**config.mk**
```make
export PLATFORM = sky130hd
export DESIGN_NAME = audio_stream_bridge
export DESIGN_NICKNAME = d
export VERILOG_FILES = /design/src/rtl/audio_stream_bridge.sv
export SDC_FILE = /design/constraint.sdc
export NUM_CORES = 1
export LEC_CHECK = 0
export CORE_MARGIN = 4
export CORE_UTILIZATION = 55
export CTS_CLUSTER_DIAMETER = 150
export DETAILED_ROUTE_END_ITERATION = 8
export DONT_BUFFER_PORTS = 1
export GPL_TIMING_DRIVEN = 0
export HOLD_SLACK_MARGIN = 0.06
export PLACE_DENSITY = 0.69
export SYNTH_ARGS = -nofsm -noshare
export SYNTH_HDL_FRONTEND = slang
export SYNTH_SLANG_ARGS = --single-unit
```
**constraint.sdc**
```tcl
create_clock -name CLOCK_50 -period 5.3 [get_ports CLOCK_50]
set_clock_uncertainty 0.2 [all_clocks]
set_input_delay 1.06 -clock CLOCK_50 [delete_from_list [all_inputs] [get_ports CLOCK_50]]
set_output_delay 1.06 -clock CLOCK_50 [all_outputs]
set_load 0.03 [all_outputs]
```
**src/rtl/audio_stream_bridge.sv**
```systemverilog
// audio_stream_bridge: buffered bridge between the Audio_Controller sample interface and the
// effects core's valid/ready streams, all in the CLOCK_50 domain.
//   CLOCK_50, reset_n               : clock, async active-low reset (sync release)
//   audio_in_available/read_audio_in: codec capture handshake, codec_in (ch0 in LSBs)
//   audio_out_allowed/write_audio_out: codec playback handshake, codec_out (registered)
//   core_in_*                       : show-ahead stream of truncated frames to the core
//   core_out_*                      : stream of frames from the core into the output FIFO
//   mode                            : 0/3 normal, 1 bypass, 2 mute
//   clear_flags, overflow, underflow: sticky status (a set beats a clear)
//   in_level, out_level             : FIFO occupancy in frames
module audio_stream_bridge #(
  parameter int unsigned SAMPLE_W   = 32,
  parameter int unsigned CORE_W     = 24,
  parameter int unsigned NUM_CH     = 2,
  parameter int unsigned FIFO_DEPTH = 8
) (
  input  logic                             CLOCK_50,
  input  logic                             reset_n,
  input  logic                             audio_in_available,
  input  logic                             audio_out_allowed,
  output logic                             read_audio_in,
  output logic                             write_audio_out,
  input  logic [NUM_CH*SAMPLE_W-1:0]       codec_in,
  output logic [NUM_CH*SAMPLE_W-1:0]       codec_out,
  output logic                             core_in_valid,
  input  logic                             core_in_ready,
  output logic [NUM_CH*CORE_W-1:0]         core_in_data,
  input  logic                             core_out_valid,
  output logic                             core_out_ready,
  input  logic [NUM_CH*CORE_W-1:0]         core_out_data,
  input  logic [1:0]                       mode,
  input  logic                             clear_flags,
  output logic                             overflow,
  output logic                             underflow,
  output logic [$clog2(FIFO_DEPTH):0]      in_level,
  output logic [$clog2(FIFO_DEPTH):0]      out_level
);

  localparam int unsigned AW  = $clog2(FIFO_DEPTH);
  localparam int unsigned PW  = AW + 1;
  localparam int unsigned PAD = SAMPLE_W - CORE_W;
  localparam int unsigned CFW = NUM_CH * CORE_W;
  localparam int unsigned SFW = NUM_CH * SAMPLE_W;
  localparam logic [1:0] ModeBypass = 2'd1;
  localparam logic [1:0] ModeMute   = 2'd2;

  typedef enum logic [1:0] {CapIdle, CapRead, CapGap} cap_state_e;
  typedef enum logic [1:0] {PbIdle, PbWrite, PbGap} pb_state_e;

  cap_state_e cap_state_q, cap_state_d;
  pb_state_e  pb_state_q, pb_state_d;
  logic       cap_bypass_q, cap_bypass_d;
  logic [SFW-1:0] codec_out_q, codec_out_d;
  logic       primed_q, overflow_q, overflow_d, underflow_q, underflow_d;

  logic [CFW-1:0] in_mem_q  [FIFO_DEPTH];
  logic [CFW-1:0] out_mem_q [FIFO_DEPTH];
  logic [PW-1:0]  in_wr_q, in_rd_q, out_wr_q, out_rd_q;

  logic in_empty, in_full, out_empty, out_full;
  logic cap_to_in, cap_to_out, in_push, in_pop;
  logic out_push_cap, out_push_core, out_push, pb_start, ovf_set, unf_set;
  logic [CFW-1:0] cap_frame, out_head, out_wdata;
  logic [SFW-1:0] head_up;

  // Truncate each codec word to its top CORE_W bits; widen back left-justified with zero fill.
  always_comb begin
    cap_frame = '0;
    head_up   = '0;
    out_head  = out_mem_q[out_rd_q[AW-1:0]];
    for (int c = 0; c < NUM_CH; c++) begin
      cap_frame[c*CORE_W +: CORE_W]        = codec_in[c*SAMPLE_W + PAD +: CORE_W];
      head_up[c*SAMPLE_W + PAD +: CORE_W]  = out_head[c*CORE_W +: CORE_W];
    end
  end

  // FIFO status: pointers carry a wrap bit above the index.
  assign in_empty  = (in_wr_q == in_rd_q);
  assign in_full   = (in_wr_q[AW] != in_rd_q[AW]) && (in_wr_q[AW-1:0] == in_rd_q[AW-1:0]);
  assign out_empty = (out_wr_q == out_rd_q);
  assign out_full  = (out_wr_q[AW] != out_rd_q[AW]) && (out_wr_q[AW-1:0] == out_rd_q[AW-1:0]);
  assign in_level  = in_wr_q - in_rd_q;
  assign out_level = out_wr_q - out_rd_q;

  // Capture lands on the edge that ends the READ cycle; destination chosen when leaving IDLE.
  assign cap_to_in  = (cap_state_q == CapRead) && !cap_bypass_q;
  assign cap_to_out = (cap_state_q == CapRead) && cap_bypass_q;

  assign core_in_valid = !in_empty && (mode != ModeBypass);
  assign core_in_data  = in_mem_q[in_rd_q[AW-1:0]];
  assign in_pop        = core_in_valid && core_in_ready;
  // A full FIFO still accepts a frame when the head leaves in the same cycle.
  assign in_push       = cap_to_in && (!in_full || in_pop);

  // The core is held off whenever the capture path owns the output FIFO write port.
  assign core_out_ready = reset_n && !out_full && (mode != ModeBypass) && !cap_to_out;
  assign pb_start       = (pb_state_q == PbIdle) && audio_out_allowed && !out_empty;
  assign out_push_cap   = cap_to_out && (!out_full || pb_start);
  assign out_push_core  = core_out_valid && core_out_ready;
  assign out_push       = out_push_cap || out_push_core;
  assign out_wdata      = cap_to_out ? cap_frame : core_out_data;

  assign ovf_set = (cap_to_in && !in_push) || (cap_to_out && !out_push_cap);
  assign unf_set = (pb_state_q == PbIdle) && audio_out_allowed && out_empty && primed_q;

  always_comb begin
    overflow_d  = ovf_set | (overflow_q & ~clear_flags);
    underflow_d = unf_set | (underflow_q & ~clear_flags);
  end

  // Capture FSM: state register, next state, outputs.
  always_ff @(posedge CLOCK_50 or negedge reset_n) begin
    if (!reset_n) begin
      cap_state_q  <= CapIdle;
      cap_bypass_q <= 1'b0;
    end else begin
      cap_state_q  <= cap_state_d;
      cap_bypass_q <= cap_bypass_d;
    end
  end

  always_comb begin
    cap_state_d  = cap_state_q;
    cap_bypass_d = cap_bypass_q;
    case (cap_state_q)
      CapIdle: begin
        if (audio_in_available) begin
          cap_state_d  = CapRead;
          cap_bypass_d = (mode == ModeBypass);
        end
      end
      CapRead: cap_state_d = CapGap;
      CapGap:  cap_state_d = CapIdle;
      default: cap_state_d = CapIdle;
    endcase
  end

  always_comb begin
    read_audio_in = (cap_state_q == CapRead);
  end

  // Playback FSM: the head frame is popped and registered on the IDLE->WRITE edge.
  always_ff @(posedge CLOCK_50 or negedge reset_n) begin
    if (!reset_n) begin
      pb_state_q  <= PbIdle;
      codec_out_q <= '0;
    end else begin
      pb_state_q  <= pb_state_d;
      codec_out_q <= codec_out_d;
    end
  end

  always_comb begin
    pb_state_d  = pb_state_q;
    codec_out_d = codec_out_q;
    case (pb_state_q)
      PbIdle: begin
        if (pb_start) begin
          pb_state_d  = PbWrite;
          codec_out_d = (mode == ModeMute) ? '0 : head_up;
        end
      end
      PbWrite: pb_state_d = PbGap;
      PbGap:   pb_state_d = PbIdle;
      default: pb_state_d = PbIdle;
    endcase
  end

  always_comb begin
    write_audio_out = (pb_state_q == PbWrite);
    codec_out       = codec_out_q;
    overflow        = overflow_q;
    underflow       = underflow_q;
  end

  // FIFO storage, pointers and sticky status.
  always_ff @(posedge CLOCK_50 or negedge reset_n) begin
    if (!reset_n) begin
      in_wr_q     <= '0;
      in_rd_q     <= '0;
      out_wr_q    <= '0;
      out_rd_q    <= '0;
      primed_q    <= 1'b0;
      overflow_q  <= 1'b0;
      underflow_q <= 1'b0;
      for (int unsigned i = 0; i < FIFO_DEPTH; i++) begin
        in_mem_q[i]  <= '0;
        out_mem_q[i] <= '0;
      end
    end else begin
      overflow_q  <= overflow_d;
      underflow_q <= underflow_d;
      if (pb_start) primed_q <= 1'b1;
      if (in_push) begin
        in_mem_q[in_wr_q[AW-1:0]] <= cap_frame;
        in_wr_q <= in_wr_q + PW'(1);
      end
      if (in_pop) in_rd_q <= in_rd_q + PW'(1);
      if (out_push) begin
        out_mem_q[out_wr_q[AW-1:0]] <= out_wdata;
        out_wr_q <= out_wr_q + PW'(1);
      end
      if (pb_start) out_rd_q <= out_rd_q + PW'(1);
    end
  end

endmodule

```
; ---- Word level (Yosys, flattened, before mapping)
; Cells that the tools add are included.
[totals]
out_inout_bits = 126
ff_bits = 856
[op_classes]
n_reduce_logical = 36
eq_ne = 13
magnitude_cmp = 6
add_sub_neg = 6
bitwise = 9
muxes = 18
[op_table]
columns = operator, n
row1 = $bwmux W384, 2
row2 = $mux W48, 7
row3 = $bmux W48 S3, 2
row4 = $demux W48 S3, 2
row5 = $mux W64, 1
row6 = $logic_and A1 B1 Y1, 20
row7 = $add A4 B1 Y4 const B, 4
row8 = $ge A4 B4 Y1 const B, 4
row9 = $not A3 Y4, 4
row10 = $eq A4 B4 Y1, 2
row11 = $logic_not A1 Y1, 8
row12 = $lt A4 B1 Y1 const B, 2
row13 = $pmux W2 S2, 2
row14 = $sub A4 B4 Y4, 2
row15 = $eq A2 B1 Y1 const B, 3
row16 = $eq A3 B3 Y1, 2
row17 = $logic_not A2 Y1, 2
row18 = $logic_or A1 B1 Y1, 4
row19 = $mux W2, 2
row20 = $ne A2 B2 Y1 const B, 2
row21 = $reduce_and A2 Y1, 2
row22 = $and A1 B1 Y1, 2
row23 = $eq A2 B2 Y1 const B, 1
row24 = $ne A1 B1 Y1, 2
row25 = other kinds (3), 4

; ---- Longest topological paths before layout
; Gate-level depths: netlist (run 1).
[depth]
ltp_word = 10
mapped_depth = 12

; ---- Least setup slack after synthesis (run 1)
; No wires, ideal clock.
[synth_timing]
path_kind = register -> output
startpoint = register out_rd_q[1]
endpoint = output port out_level[3]
required_ps = 4040
t_arrival_ps = 2507
path_stages_with_launch = 9
path_slack_ps = 1533
path_cell_list = dfrtp_1 clkbuf_1 clkbuf_1 clkbuf_1 inv_1 ha_1 a21o_1 a21oi_1 xor2_1
[synth_via]
elab_chain_cells = 1
[synth_lines]
columns = element, line_no
row1 = from (decl), 58  ; logic [PW-1:0] in_wr_q, in_rd_q, out_wr_q, out_rd_q;
row2 = from (signal assigned), 203  ; if (pb_start) out_rd_q <= out_rd_q + PW'(1);
row3 = $sub A4 B4 Y4, 83  ; assign out_level = out_wr_q - out_rd_q;
row4 = to (decl), 36  ; output logic [$clog2(FIFO_DEPTH):0] out_level
; Every way passes these cells.

; ---- Worst setup path after layout (run 1)
[layout_timing]
startpoint = register out_rd_q[1]
endpoint = register codec_out_q[48], in the netlist codec_out[48]
[layout_via]
elab_chain_cells = 5
[layout_lines]
columns = element, line_no
row1 = $not A3 Y4 (implied by the code), 70  ; out_head = out_mem_q[out_rd_q[AW-1:0]];
row2 = $bmux W48 S3, 70
row3 = $mux W48 (implied by the code) (2 in a row), 70
row4 = $mux W64, 160  ; codec_out_d = (mode == ModeMute) ? '0 : head_up;
row5 = to (signal assigned), 149  ; codec_out_q <= codec_out_d;
row6 = to (decl), 53  ; logic [SFW-1:0] codec_out_q, codec_out_d;
; Several ways; a longest one is shown, not always the timed one. The select of a mux whose other input is x is not followed.
; A chain may end at the register's enable or synchronous reset.

==> impl_results.md, run 1 <==
* Count of different cell masters after synthesis at 46
* Final Max Tran Viols at 0
* Signed area change from the synthesized netlist to the final layout at 11.0%
* Max_cap viols at 0
* Post-route fraction of the period consumed by the critical path at a little over nine tenths
* Crit path max fanout at 10
* Via density per instance at 6.09
* Share of the core filled with cells at between 60% and 70%
* Clock sink count at between 800 and 900
* Global-route wire length before repair at around 140 mm
* Latest clock arrival within the worst-skew pair at 630 ps
* Cts bufs inserted at 87
* Total setup buffers inserted after CTS at 0
* Clock power share at between 20% and 30%
* Port-buffer cells at 0
* Placer congestion estimate at 0.792
* Top-level I/O count at 247
* Total routing resource utilization after global routing at roughly a quarter
* Average routed wire per standard cell at ~26 um
* Async set or reset register ratio after synthesis at between 90% and 100%
* Post-synthesis instance total at ~2500
* Critical path data required time at around 5600 ps
* Actual slew at the worst max-slew pin at around 1100 ps
* Pwr/cell area at approximately 670 nW/um2
* WP data arrival at around 5500 ps
* Synth top area cells: dfrtp_1, mux2_2, mux4_2, nand2_1, mux2_1
* Int Power at roughly 18 mW
* Worst-path clk slew at 60 ps
* Yosys top cell area share at between 50% and 60%
* CP endpoint kind: flop
* Largest net degree at the start of global routing at 843
* Post-layout total power at between 20 and 30 mW
* Class of the most critical hold timing path: in2async
* Primary FF master, synth: dfrtp_1
* Post-layout min period at around 5000 ps
* Maximum clock rate at about 0.20 GHz
* Origin of the worst setup path: out_rd_q[1]$_DFFE_PN0P_
* Switching pwr at slightly below 10 mW
* Detailed-route DRC error count at 0
* CTS HTree Levels at 3
* Total number of nets in the final design at between 2000 and 3000
* Leakage at between 15 and 20 nW
* Total global routing overflow at 0
* Number of warnings issued by yosys at 0
* Vias after detailed routing at between 20000 and 25000
* Share of cells above drive strength 1 at around 45%
* CTS tree: done
* Most common cell in the netlist: dfrtp_1
* Synthesized area per cell at 15.2 um2
* Number of failing hold endpoints at the final stage at 0
* Number of global-route vias before repair at 23500
* Run status: complete, no violations
* Type of the worst setup path: reg2reg
* Routed wire length at between 90 and 100 mm
* Origin of the critical flop-to-flop path: out_rd_q[1]$_DFFE_PN0P_
* IR drop worst, VDD at 0.000391 V
* Cell chosen for the clock root: clkbuf_16
* Pre-Repair DR Iteration Count at 5
* Iteration-0 DRC count of the detailed router at approximately 1500
* Setup crit start kind: flop
* Proportion of total power due to net switching at between 30% and 40%
* Initial Utilization at around 56%
* Number of synthesized flops with an enable pin at 0
* Clock tree buffer depth at 3
* Detailed Place HPWL at around 62 mm
* Initial antenna violation count at 15
* Die span in y at roughly 270 um
* Headroom to the max-slew limit at between 20% and 30%
* Antenna violation net count after detailed routing at 0
* Cell taking the most area after synthesis: dfrtp_1
* Gate power share at 38.4%
* Leading post-synthesis cells by instance count: dfrtp_1, mux2_2, nand2_1
* Std cell rows at 95
* Area of the core at about 68000 um2
* Chip width at roughly 270 um
* Total of endpoints with negative setup slack in the final report at 0
* Post-Syn Area at between 30000 and 40000 um2
* Flop and latch count out of synthesis at 840
* Full die area at roughly 73000 um2
* RSZ-0062 raised after global routing: false
* Post-synthesis sequential area ratio at a little under three fifths
* Sequential share of power at 39.8%
-- repair_timing --
| item | in CTS | in global routing |
|---|---|---|
| hold endpoints to repair | 840 | 45 |
| gates resized for setup | 4 | 2 |
| gates cloned | 0 | 0 |
| setup endpoints to repair | 22 | 1 |
-- layer usage --
metal / wire length (um) / track usage [%]
met3: 5650 / 5.61
met4: 2850 / 8.08
met2: 45900 / 41.9
met1: 39000 / 34.4
met5: 0 / 0
-- through the flow --
stage          area, um2  std cells  setup TNS [ps]  hold WS (ps)  worst slack (ps)
2_1_floorplan      38000       2508               0           235              1530
3_3_place_gp       39100       3381           -5040           249              -362
3_5_place_dp       39100       3381           -5830           254              -421
4_1_cts            41900       3536               0         -57.1              25.5
5_1_grt            42100       3544               0          78.8              65.8
6_report           42100       3550               0          84.5               182
-- cells in the final DEF, fill, tap and decap left out, types with 3 or more instances in the layout --
cell type,count
nor2b_1,6
clkbuf_16,90
a22o_1,48
clkbuf_2,3
nand3_1,8
conb_1,16
nor3_1,4
diode_2,9
clkbuf_8,18
ha_1,10
dfrtp_1,840
xnor2_1,12
buf_2,62
mux4_2,192
nand2b_1,3
buf_1,21
buf_4,23
buf_6,7
nand2_1,301
buf_16,5
mux2_1,56
nor2_1,9
nand4_1,5
clkbuf_1,82
inv_1,17
mux2_2,747
nor3b_1,3
bufinv_16,5
xor2_1,5
clkinv_2,18
mux2_4,17
-- critical path, stage by stage, from the launching register on --
cell      delay, ps
dfrtp_1         390
clkbuf_1        560
clkbuf_2        440
clkbuf_2        400
inv_1           100
ha_1            320
nand3_1         140
o21ai_1         340
a21oi_2         530
clkbuf_1        730
buf_1           620
a22o_1          240
-- final timing paths --
kind | to | slack (ps) | cells after the start
setup reg to reg | codec_out[48]$_DFFE_PN0P_ | 180 | 11
max in group asynchronous | out_mem_q[286]$_DFFE_PN0P_ | 2100 | 3
hold reg to reg | primed_q$_DFFE_PN0P_ | 280 | 1
setup / recovery | codec_out[48]$_DFFE_PN0P_ | 180 | 11
min in group CLOCK_50 | primed_q$_DFFE_PN0P_ | 280 | 1
hold / removal | in_mem_q[308]$_DFFE_PN0P_ | 80 | 1
-- power by group through the flow --
stage / Combinational [mW] / Sequential (mW) / Clock (mW)
after global placement: 10.4 / 11.0 / 0
after CTS: 10.8 / 11.2 / 6.24
after global routing: 11.6 / 11.5 / 6.52
final: 10.8 / 11.2 / 6.12
after floorplan: 8.60 / 10.7 / 0
after detailed placement: 10.7 / 11.3 / 0
-- final cells by class --
class	instances	area, um2
fillers	5040	25700
flip-flops and latches	840	21000
multi-input cells	1471	16000
clock buffers	127	2570
well taps	873	1090
plain buffers	179	892
clock inverters	28	289
repair buffers	5	138
inverters	18	67.6
diodes	9	22.5
-- sequential cells by signal, summed over array words and instances (netlist names) --
register	cells
cap_state_q	2
cap_bypass_q	1
in_mem_q	384
overflow	1
underflow	1
out_mem_q	384
out_rd_q	4
in_wr_q	4
pb_state_q	2
in_rd_q	4
out_wr_q	4
primed_q	1
codec_out	48
-- cells by family (layout without fill, tap and decap cells) --
family / count (synthesis) / after routing / share of synthesized area [%]
compound gates: 61 / 61 / 1.38
other cells: 1 / 25 / 0.00989
flops: 840 / 840 / 55.4
simple gates: 351 / 351 / 3.81
buf+inv: 197 / 357 / 2.52
mux: 1012 / 1012 / 35.9
xor+xnor: 19 / 19 / 0.459
fa+ha+maj: 12 / 12 / 0.436
Power figures use the tool's default switching activity.
==> run 2, diff against run 1 <==
Settings changed: CELL_PAD_IN_SITES_DETAIL_PLACEMENT set to 0, CELL_PAD_IN_SITES_GLOBAL_PLACEMENT set to 2, CORE_UTILIZATION 55 to 50, PLACE_DENSITY 0.69 to 0.83.
==> run 2 against run 1 <==
- the run now ends with max-slew violations left
- register-to-register slack better by 490 ps
- core utilization is 5.6 points lower
- count of clock-buffer cells in the layout is 12 higher
- cell area is 0.52% higher
- fmax is 2.1% higher
- global-route usage is 1.5 points lower
- combinational power hardly changed
- power is 0.95% higher
- final cell count is 2.8% higher
- critical endpoint is now core_in_valid
- largest cell class unchanged
- largest power group unchanged
- highest routed layer is now met5
==> impl_results.md, run 2 (synthesis results as in run 1) <==
* CTS HTree Levels at 3 (unchanged)
* Total number of nets in the final design at 2734 (was 2735)
* IR drop worst, VDD at 0.000325 V (was 0.000391 V)
* Post-placement cell area at 39200 um2 (was 39100 um2)
* Via density per instance at 5.92 (was 6.09)
* Total of endpoints with negative setup slack in the final report at 0 (unchanged)
* Post-place setup slack at 4.39 ps (was -421 ps)
* Final standard cell area without fillers at 42300 um2 (was 42100 um2)
* Post-layout total power at 28.4 mW (was 28.1 mW)
* Final-layout fill cell count at 5973 (was 5040)
* Top-level I/O count at 247 (unchanged)
* Crit path max fanout at 10 (unchanged)
* Total Negative Setup Slacks at 0 ps (unchanged)
* Cell chosen for the clock root: clkbuf_16 (unchanged)
* Detailed Place HPWL at 63.4 mm (was 62.5 mm)
* Crit-path leading delay family: buffers and inverters (unchanged)
* Global-route wire length before repair at 147 mm (was 144 mm)
* Total number of cells along the worst setup path at 8 (was 11)
* Worst-case reg-to-reg path depth at 12 (was 11)
* Origin of the worst setup path: in_rd_q[1]$_DFFE_PN0P_ (was out_rd_q[1]$_DFFE_PN0P_)
* Pre-Repair DR Iteration Count at 5 (unchanged)
* Maximum clock rate at 0.199 GHz (was 0.195 GHz)
* Die span in y at 283 um (was 271 um)
* Critical path data required time at 4040 ps (was 5640 ps)
* Max_cap viols at 0 (unchanged)
* CTS tree: done (unchanged)
* Final setup margin at 287 ps (was 182 ps)
* Number of failing hold endpoints at the final stage at 0 (unchanged)
* Setup crit start kind: flop (unchanged)
* Port-buffer cells at 0 (unchanged)
* Leakage at 19.0 nW (about the same)
* Share of cells above drive strength 1 at 44.8% (was 45.1%)
* Total global routing overflow at 0 (unchanged)
* Clock tree buffer depth at 3 (unchanged)
* Post-route fraction of the period consumed by the critical path at 94.6% (was 96.6%)
* Library cell contributing the largest single delay on the critical path: clkbuf_1 (unchanged)
* Std cell rows at 100 (was 95)
* Number of instances in the placed design at 3477 (was 3381)
* Share of the core filled with cells at 56.6% (was 62.1%)
* Routed wire length at 95.7 mm (was 93.4 mm)
* Average routed wire per standard cell at 26.2 um (was 26.3 um)
* Iteration-0 DRC count of the detailed router at 1283 (was 1494)
* Placer congestion estimate at 0.779 (was 0.792)
* Worst-path clk slew at 60 ps (about the same)
* Total routing resource utilization after global routing at 23.9% (was 25.5%)
* Most frequent standard cell in the layout excluding fill and tap cells: dfrtp_1 (unchanged)
* Violated checks: max-slew violations
* Largest net degree at the start of global routing at 843 (unchanged)
* Detailed-route DRC error count at 0 (unchanged)
* Maximum single-stage delay on the critical path at 570 ps (was 730 ps)
* Latest clock arrival within the worst-skew pair at 630 ps (about the same)
* Post-layout min period at 5010 ps (was 5120 ps)
* Vias after detailed routing at 21600 (about the same)
* Number of global-route vias before repair at 23400 (was 23500)
* Headroom to the max-slew limit at -166% (was 25.4%)
* Cell-by-cell trace of the critical path: clkbuf_1 -> clkbuf_1 -> clkbuf_2 -> inv_1 -> ha_1 -> nand3_1 -> nor2_1 -> nor2_1 (was clkbuf_1 -> clkbuf_2 -> clkbuf_2 -> inv_1 -> ha_1 -> nand3_1 -> o21ai_1 -> a21oi_2 -> clkbuf_1 -> buf_1 -> a22o_1)
* Class of the most critical hold timing path: in2async (unchanged)
* Leading cell types in the layout, fill and taps excluded: dfrtp_1, mux2_2, nand2_1 (unchanged)
* Flop2flop setup slack at 670 ps (was 180 ps)
* Final Max Tran Viols at 648 (was 0)
* Post-Layout Cell Count at 3650 (was 3550)
* Signed area change from the synthesized netlist to the final layout at 11.6% (was 11.0%)
* RSZ-0062 raised after global routing: false (unchanged)
* Origin of the critical flop-to-flop path: in_rd_q[1]$_DFFE_PN0P_ (was out_rd_q[1]$_DFFE_PN0P_)
* Actual slew at the worst max-slew pin at 3990 ps (was 1120 ps)
* Worst hold-check slack at 77.5 ps (was 84.5 ps)
* Full die area at 80300 um2 (was 73200 um2)
* Type of the worst setup path: reg2out (was reg2reg)
* Initial Utilization at 50.7% (was 56.0%)
* CP endpoint kind: output port (was flop)
* Clock sink count at 840 (unchanged)
* Initial antenna violation count at 14 (was 15)
* Pwr/cell area at 671 nW/um2 (was 669 nW/um2)
* Cts bufs inserted at 91 (was 87)
* Antenna violation net count after detailed routing at 0 (unchanged)
* Chip width at 283 um (was 271 um)
* Run status: finished with violations (was complete, no violations)
* Crit path buf inv count at 4 (was 6)
* WP data arrival at 3750 ps (was 5460 ps)
* Area of the core at 74800 um2 (was 67800 um2)
[run 2: cell types whose count changed in the layout (fill, tap and decap cells not counted), sizes merged]
cell / before / now
buf: 118 / 114
bufinv: 5 / 10
clkbuf: 193 / 204
clkinv: 19 / 11
clkinvlp: 2 / 3
diode: 9 / 5
inv: 20 / 23
[run 2: worst reg2reg max path, delay by kind of cell, from the launching register on]
family                     cells  cell delay (ps)
muxes                          1              360
AOI/OAI and AO/OA              1              450
buffers and inverters          7             2420
adders and majority gates      1              310
and+or+nand+nor                2              370
DFF                            1              390
[run 2: worst paths after layout]
kind	to
hold reg to reg	primed_q$_DFFE_PN0P_
min in group CLOCK_50	primed_q$_DFFE_PN0P_
hold / removal	in_mem_q[203]$_DFFE_PN0P_
max in group asynchronous	in_mem_q[224]$_DFFE_PN0P_
setup reg to reg	in_mem_q[32]$_DFFE_PN0P_
setup / recovery	core_in_valid
[run 2: final cells by class]
| class | instances | area [um2] | share of cell area, % |
|---|---|---|---|
| Tap cell | 969 | 1210 | 2.87 |
| Buffer | 178 | 887 | 2.10 |
| Clock inverter | 29 | 444 | 1.05 |
| Timing Repair Buffer | 1 | 27.5 | 0.0651 |
| Sequential cell | 840 | 21000 | 49.7 |
| Inverter | 18 | 67.6 | 0.160 |
| Antenna cell | 5 | 12.5 | 0.0296 |
| Multi-Input combinational cell | 1471 | 16000 | 37.8 |
| Clock buffer | 139 | 2640 | 6.23 |
[run 2: timing repair]
action                                  CTS  global route
hold endpoints to repair                840           142
endpoints found under the setup margin   14             1
gates resized for setup                   4             0
setup buffers                             0             0
pin swaps                                 0             0
[run 2: report_power, final]
part | internal, mW | switching [mW] | leakage, nW | total [mW]
logic | 5.32 | 5.39 | 7.04 | 10.7
registers | 9.41 | 1.78 | 10.5 | 11.2
clock network | 3.92 | 2.59 | 1.50 | 6.51
total | 18.6 | 9.76 | 19.0 | 28.4
[run 2: per-layer routing]
| layer | vias to the layer above | GRT usage, % | share of wire, % |
|---|---|---|---|
| met5 | - | 0 | 0.031 |
| met2 | 502 | 39.4 | 49 |
| met4 | 4 | 6.79 | 2.5 |
| li1 | 9284 | - | - |
| met1 | 11700 | 32.7 | 43 |
| met3 | 142 | 4.85 | 5.3 |
